**config.mk**
```make
export PLATFORM = sky130hd
export DESIGN_NAME = dmem_arbiter
export DESIGN_NICKNAME = d
export VERILOG_FILES = /design/src/rtl/dmem_arbiter.sv
export SDC_FILE = /design/constraint.sdc
export NUM_CORES = 1
export LEC_CHECK = 0
export CAP_MARGIN = 15
export CORE_ASPECT_RATIO = 0.7
export CORE_UTILIZATION = 20
export CTS_BUF_LIST = sky130_fd_sc_hd__clkbuf_8 sky130_fd_sc_hd__clkbuf_16
export DETAILED_ROUTE_END_ITERATION = 10
export PLACE_DENSITY = 0.85
export SYNTH_ARGS = -nofsm -noshare
export SYNTH_HDL_FRONTEND = slang
export SYNTH_SLANG_ARGS = --single-unit
```
**constraint.sdc**
```tcl
create_clock -name clk -period 2 [get_ports clk]
set_input_delay 0.6 -clock clk [delete_from_list [all_inputs] [get_ports clk]]
set_output_delay 0.6 -clock clk [all_outputs]
set_load 0.1 [all_outputs]
```
**src/rtl/dmem_arbiter.sv**
```systemverilog
// dmem_arbiter: shares the single-port data RAM between the processor and the pixel reader,
// processor first, with a streak counter bounding how long the pixel reader can be starved.
module dmem_arbiter #(
   parameter int ADDR_W       = 8,
   parameter int DATA_W       = 32,
   parameter int STARVE_LIMIT = 4
) (
   input  logic              clk,
   input  logic              rst,
   input  logic              cpu_req,
   input  logic              cpu_we,
   input  logic [ADDR_W-1:0] cpu_addr,
   input  logic [DATA_W-1:0] cpu_wdata,
   output logic              cpu_stall,
   output logic              cpu_rvalid,
   output logic [DATA_W-1:0] cpu_rdata,
   input  logic              pix_req,
   input  logic [ADDR_W-1:0] pix_addr,
   output logic              pix_gnt,
   output logic              pix_rvalid,
   output logic [DATA_W-1:0] pix_rdata,
   output logic              mem_en,
   output logic              mem_we,
   output logic [ADDR_W-1:0] mem_addr,
   output logic [DATA_W-1:0] mem_wdata,
   input  logic [DATA_W-1:0] mem_rdata
);
   localparam int SW = $clog2(STARVE_LIMIT + 1);
   localparam logic [SW-1:0] LIMIT = SW'(STARVE_LIMIT);

   logic [SW-1:0] streak_q, streak_d;
   logic          rd_cpu_q, rd_cpu_d;
   logic          rd_pix_q, rd_pix_d;
   logic          cpu_gnt;

   always_comb begin
      cpu_gnt    = cpu_req & ~(pix_req & (streak_q == LIMIT));
      pix_gnt    = pix_req & ~cpu_gnt;
      cpu_stall  = cpu_req & ~cpu_gnt;
      mem_en     = cpu_gnt | pix_gnt;
      mem_we     = cpu_gnt & cpu_we;
      mem_addr   = cpu_gnt ? cpu_addr : pix_gnt ? pix_addr : '0;
      mem_wdata  = cpu_gnt ? cpu_wdata : '0;
      // the streak only grows while the pixel reader is actually waiting
      streak_d   = (cpu_gnt & pix_req) ? ((streak_q == LIMIT) ? streak_q : streak_q + 1'b1) : '0;
      rd_cpu_d   = cpu_gnt & ~cpu_we;
      rd_pix_d   = pix_gnt;
      cpu_rvalid = rd_cpu_q;
      pix_rvalid = rd_pix_q;
      cpu_rdata  = rd_cpu_q ? mem_rdata : '0;
      pix_rdata  = rd_pix_q ? mem_rdata : '0;
   end

   always_ff @(posedge clk or posedge rst) begin
      if (rst) begin
         streak_q <= '0;
         rd_cpu_q <= 1'b0;
         rd_pix_q <= 1'b0;
      end else begin
         streak_q <= streak_d;
         rd_cpu_q <= rd_cpu_d;
         rd_pix_q <= rd_pix_d;
      end
   end
endmodule
```
==> run_results.csv, run 1 <==
group,metric,value,unit
yosys,syn-cell-area,0.00105,sq mm
yosys,synthCells,161,
placement,hpwl,8.58,mm
placement,gp_congestion,0.785,
yosys,synth.net_count,248,
floorplanning,floorplan.initialDensity,21.4,%
yosys,ys_ff_latch,5,
floorplanning,fp.dieW,88.7,um
placement,port-buffer-count,194,
yosys,ys.flop_type,"dfrtp_1",
yosys,synth.avg_cell_area,6.54,sq um
run_status,status,"aborted with a tool error",
run_status,stop_error,"[ERROR DPL-0033] detailed placement checks failed during check placement.",
floorplanning,die_h,62.7,um
floorplanning,ios,195,
yosys,synthArstFlopShare,100,%
yosys,ys_seq_area_share,11.9,%
yosys,yosys_warnings,0,
yosys,yosys.cell_types.count,22,
run_status,lastStage,"3_5_place_dp",
floorplanning,rows,21,
yosys,synth_edf_count,0,
synthesized netlist by cell type, types with 2 or more instances:
cell,instances,area [sq um]
clkbuf_2,2,10.0
and3_1,34,213
dfrtp_1,5,125
inv_1,3,11.3
clkbuf_1,9,33.8
o22ai_1,8,50.1
buf_2,4,20.0
and2_1,64,400
nand2_1,18,67.6
ha_1,2,25.0
metrics by stage:
stage	setup WS (ns)	hold WS, ns	area, sq um
after floorplan	-0.161	0.378	1510
after global placement	-0.453	0.461	4740
kinds of logic after synthesis:
family	count (synthesis)	synth area share, %
buf+inv	19	7.84
simple gates	125	71.3
flops	5	11.9
compound gates	10	6.65
fa+ha+maj	2	2.37
==> run 2, diff against run 1 <==
CORE_AREA = 2 2 76 78   (was unset)
CORE_ASPECT_RATIO = unset   (was 0.7)
CORE_UTILIZATION = unset   (was 20)
CTS_BUF_LIST = unset   (was sky130_fd_sc_hd__clkbuf_8 sky130_fd_sc_hd__clkbuf_16)
DIE_AREA = 0 0 78 80   (was unset)
PLACE_DENSITY = unset   (was 0.85)
PLACE_DENSITY_LB_ADDON = 0.15   (was unset)
==> run_results.csv, run 2 <==
group,metric,value,unit
run_status,status,"complete, but fails checks",
run_status,violations,"negative setup slack",
yosys,synth_area_leaders,"and2_1, and3_1, dfrtp_1",
layout,layout.cells.most_common_list,"buf_12, and2_4, dlygate4sd2_1, clkdlybuf4s50_1, and3_4",
critical_path,cp_slowest_stage_delay,0.38,ns
critical_path,cp_max_fo,5,
floorplanning,dieArea,0.00624,sq mm
cts,ctsRootBufferMaster,"clkbuf_8",
yosys,synth.avg_cell_area,6.54,sq um
layout,final_common_cell,"buf_12",
yosys,synth.most_common_cell,"and2_1",
critical_path,startpoint_type,"flip-flop",
floorplanning,fp.dieW,78,um
layout,drive_gt1_share,73.7,%
cts,numCtsBuffers,3,
critical_path,r2r_slack,0.56,ns
grt,grt_first_pass_wirelength,12.0,mm
critical_path,path_cells,"inv_2, ha_4, and3_2, o22ai_4, buf_12",
worst_hold_path,min-delay-path-class,"primary input to async pin",
detailed_routing,avgRoutedWirePerCell,18.1,um
grt,grt_pass1_vias,2212,
yosys,synth_common_cells,"and2_1, and3_1, nand2_1",
grt,track_usage,24.7,%
cts,clock_sinks,5,
critical_path,worstReg2RegStart,"streak_q[0]",
critical_path,critPathSlowestCell,"dfrtp_1",
critical_path,crit_type,"flip-flop to primary output",
yosys,ys_seq_area_share,11.9,%
power_and_ir_drop,p_per_area,409,mW/mm^2
yosys,synth_top_area_share,38.0,%
grt,overflow,0,
yosys,yosys.cell_types.count,22,
yosys,synth_edf_count,0,
critical_path,startpoint,"streak_q[0]",
detailed_routing,drt-total-wl,8.01,mm
floorplanning,core_region_area,0.00541,sq mm
placement,hpwl,6.73,mm
run,cap_violations,0,
floorplanning,die_h,80,um
layout,regMostFlops,"streak_q",
power_and_ir_drop,ir_worst_vdd,261,uV
cts,cts_max_level,1,
sta,period_minus_slack,2.18,ns
detailed_routing,drt_iter0_drc,28,
yosys,syn-cell-area,0.00105,sq mm
detailed_routing,vias_per_cell,4.51,
sta,fin_ws,-0.175,ns
grt,grt_start_max_net_pins,22,
critical_path,cp_data_required_time,1.40,ns
placement,gp_congestion,0.764,
detailed_routing,vias,2000,
floorplanning,floorplan.initialDensity,19.5,%
yosys,yosysTopAreaCell,"and2_1",
sta,hold_viol_final,0,
yosys,yosys_warnings,0,
detailed_routing,postRouteAntennaNets,0,
detailed_routing,firstDrtPassIters,4,
sta,slew_headroom,76.2,%
sta,slew_viol_final,0,
cts,clockBufferDepth,2,
sta,fmax,0.460,GHz
sta,setup_viol,43,
sta,worst_pin_slew,0.357,ns
yosys,synth.net_count,248,
power_and_ir_drop,power,0.00199,W
yosys,ys.flop_type,"dfrtp_1",
power_and_ir_drop,p_leak,2.14,nW
critical_path,cp_data_arrival_time,1.58,ns
critical_path,cp-end-kind,"primary output",
cts,insertion_delay,0.23,ns
critical_path,worstRegToRegCells,5,
layout,final_area,0.00487,sq mm
cts,hold_buffers,0,
layout,largest_register_ff_count,3,
cts,cts.clk_slew.worst_paths,0.04,ns
placement,placed_cell_area,0.00475,sq mm
floorplanning,rows,27,
yosys,synthArstFlopShare,100,%
grt,grt_antenna_before_repair,2,
placement,port-buffer-count,194,
layout,nNetsFinal,457,
yosys,synthCells,161,
sta,fin_crit_sh,109,%
layout,syn2layout_area_growth,362,%
detailed_routing,drc_errors,0,
yosys,ys_ff_latch,5,
layout,fillers,213,
sta,rsz0062_at_grt,"true",
floorplanning,ios,195,
sta,fin_skew,0.00547,ns
cts,tritoncts,"done",
run 2: final cells by class:
class	count	area [sq um]	share of cell area (%)
flip-flops and latches	5	128	2.62
well taps	72	90.1	1.85
multi-input cells	138	1360	27.9
repair buffers	219	3230	66.3
diodes	2	5.00	0.103
inverters	3	11.3	0.231
clock buffers	4	45.0	0.925
run 2: power by group:
part,switching (W),leakage [nW],total [W],internal (W)
Combinational,0.00101,2.05,0.00168,0.000677
Clock,0.0000557,0.0228,0.000193,0.000137
Sequential,0.00000661,0.0639,0.000113,0.000106
run 2: timing repair:
item,4_1_cts,5_1_grt
pin swaps,25,15
gates resized for setup,77,6
cloned,2,0
setup buffers,3,2
setup endpoints to repair,106,46
run 2: worst max-delay path, delay by kind of cell, from the launching register on:
| family | cells | cell delay [ns] |
|---|---|---|
| fa+ha+maj | 1 | 0.19 |
| compound gates | 1 | 0.22 |
| buf+inv | 2 | 0.26 |
| flops | 1 | 0.38 |
| simple gates | 1 | 0.30 |
run 2: per-layer routing:
layer | track usage [%] | vias to the layer above | wire length [um]
met2 | 48.7 | 122 | 4510
li1 | - | 949 | -
met3 | 6.33 | 10 | 678
met1 | 25.2 | 919 | 2660
met4 | 7.54 | 0 | 164
met5 | 0 | - | 0
run 2: logic make-up after synthesis:
group | after synthesis | share of synthesized area [%]
flip-flops | 5 | 11.9
buffers and inverters | 19 | 7.84
AO/OA/AOI/OAI | 10 | 6.65
AND/OR/NAND/NOR | 125 | 71.3
adder cells (fa/ha/maj) | 2 | 2.37
run 2: worst paths after layout:
path / endpoint
min reg2reg: streak_q[0]
max: mem_addr[1]
min: streak_q[2]
max reg2reg: streak_q[2]
max in group asynchronous: cpu_rvalid
min in group clk: streak_q[0]
run 2: stage by stage:
step | TNS [ns] | util [%] | setup slack [ns] | instances | hold WS, ns
finish | -5.99 | 90.1 | -0.175 | 443 | 0.576
CTS | -4.66 | 89.4 | -0.137 | 439 | 0.558
detailed placement | -20.86 | 87.9 | -0.474 | 431 | 0.532
global route | -7.82 | 90.1 | -0.215 | 442 | 0.602
global placement | -18.60 | 87.9 | -0.439 | 431 | 0.523
floorplan | -1.34 | - | -0.161 | 161 | 0.378
Note: power is estimated with default switching activity, not from simulation.
==> run 3, diff against run 2 <==
GPL_ROUTABILITY_DRIVEN = 0   (was unset)
==> results of run 3 <==
No change in the layout: final DEF, timing and power equal those of run 2.
==> run 4, diff against run 3 <==
REMOVE_ABC_BUFFERS = 1   (was unset)
==> run_results.csv, run 4 (synthesis results as in run 2) <==
group,metric,value,unit
sta,slew_viol_final,0,
cts,numCtsBuffers,3,
layout,syn2layout_area_growth,369,%
layout,largest_register_ff_count,3,
cts,tritoncts,"done",
cts,insertion_delay,0.23,ns
layout,n_antenna_cell,0,
critical_path,worstReg2RegStart,"streak_q[1]",
sta,worst_pin_slew,0.314,ns
critical_path,cp_max_fo,5,
grt,grt_pass1_vias,2235,
power_and_ir_drop,ir_worst_vdd,338,uV
sta,setup_viol,43,
layout,regMostFlops,"streak_q",
critical_path,cp-end-kind,"primary output",
layout,final_common_cell,"buf_12",
detailed_routing,drc_errors,0,
floorplanning,die_h,80,um
run_status,violations,"negative setup slack",
detailed_routing,drt_iter0_drc,70,
floorplanning,ios,195,
sta,fin_skew,0.00218,ns
critical_path,worstRegToRegCells,4,
sta,rsz0062_at_grt,"true",
placement,placed_cell_area,0.00423,sq mm
grt,grt_start_max_net_pins,34,
layout,drive_gt1_share,66.0,%
critical_path,startpoint,"streak_q[1]",
critical_path,startpoint_type,"flip-flop",
detailed_routing,drt-total-wl,10.6,mm
floorplanning,floorplan.initialDensity,19.5,%
detailed_routing,vias_per_cell,4.95,
grt,grt_antenna_before_repair,1,
cts,ctsRootBufferMaster,"clkbuf_8",
run,cap_violations,0,
cts,clockBufferDepth,2,
layout,nNetsFinal,459,
sta,hold_slack,0.583,ns
critical_path,cp_data_arrival_time,1.68,ns
detailed_routing,vias,2192,
cts,hold_buffers,0,
grt,track_usage,27.3,%
sta,slew_headroom,79.1,%
floorplanning,rows,27,
placement,port-buffer-count,194,
detailed_routing,avgRoutedWirePerCell,23.8,um
sta,fin_ws,-0.281,ns
placement,hpwl,5.77,mm
floorplanning,dieArea,0.00624,sq mm
critical_path,cp_data_required_time,1.40,ns
cts,cts_max_level,1,
power_and_ir_drop,p_per_area,413,mW/mm^2
worst_hold_path,min-delay-path-class,"primary input to async pin",
power_and_ir_drop,p_leak,2.17,nW
detailed_routing,firstDrtPassIters,6,
grt,grt_first_pass_wirelength,13.1,mm
grt,overflow,0,
cts,clock_sinks,5,
run_status,status,"complete, but fails checks",
layout,final_area,0.00494,sq mm
cts,cts.clk_slew.worst_paths,0.04,ns
layout,layout.cells.most_common_list,"buf_12, clkdlybuf4s50_1, and2_4, and3_4, dlygate4sd2_1",
sta,fin_crit_sh,114,%
floorplanning,core_region_area,0.00541,sq mm
sta,hold_viol_final,0,
sta,period_minus_slack,2.28,ns
critical_path,crit_type,"flip-flop to primary output",
sta,fmax,0.438,GHz
detailed_routing,postRouteAntennaNets,0,
floorplanning,fp.dieW,78,um
[run 4: layout make-up]
class / count / area, sq um
repair buffers: 221 / 3380
flip-flops and latches: 5 / 125
clock buffers: 4 / 45.0
fillers: 177 / 463
inverters: 3 / 11.3
well taps: 72 / 90.1
multi-input cells: 138 / 1290
[run 4: metal layers]
layer  share of wire, %  vias up  routed length (um)  GRT usage (%)
met5               0.11        -                  12              0
met4                3.3        2                 350           7.02
met3                9.9       34                1050           9.84
met2                 53      181                5620           50.9
met1                 33     1019                3530           29.0
li1                   -      956                   -              -
[run 4: per-stage QoR]
step	utilization (%)	setup slack [ns]	cells	power, W	TNS (ns)
3_5_place_dp	78.3	-0.526	423	0.00167	-23.16
6_report	91.4	-0.281	443	0.00204	-10.02
4_1_cts	90.8	-0.158	442	0.00199	-6.07
3_3_place_gp	78.3	-0.464	423	0.00166	-20.97
5_1_grt	91.4	-0.296	443	0.00208	-10.94
2_1_floorplan	-	-0.988	145	0.000967	-62.69
[run 4: what timing repair did]
item,in CTS,in global routing
gates cloned,5,1
buffers inserted,10,0
pin swaps,15,24
resized for setup,162,3
setup endpoints to repair,108,48
[run 4: final timing paths]
check / endpoint / slack (ns)
hold / removal: cpu_rvalid / 0.58
max in group asynchronous: pix_rvalid / 1.23
min in group clk: streak_q[0] / 0.58
setup reg to reg: streak_q[2] / 0.61
hold reg to reg: streak_q[0] / 0.58
setup / recovery: mem_addr[1] / -0.28
[run 4: power by group]
| part | switching [W] | internal, W |
|---|---|---|
| clock | 0.0000654 | 0.000138 |
| sequential | 0.00000310 | 0.000106 |
| combinational | 0.00104 | 0.000689 |
[run 4: critical path, stage by stage, from the launching register on]
cell     delay (ns)
dfrtp_1        0.40
inv_2          0.07
ha_4           0.18
buf_6          0.12
and3_4         0.23
o22ai_4        0.23
buf_12         0.21
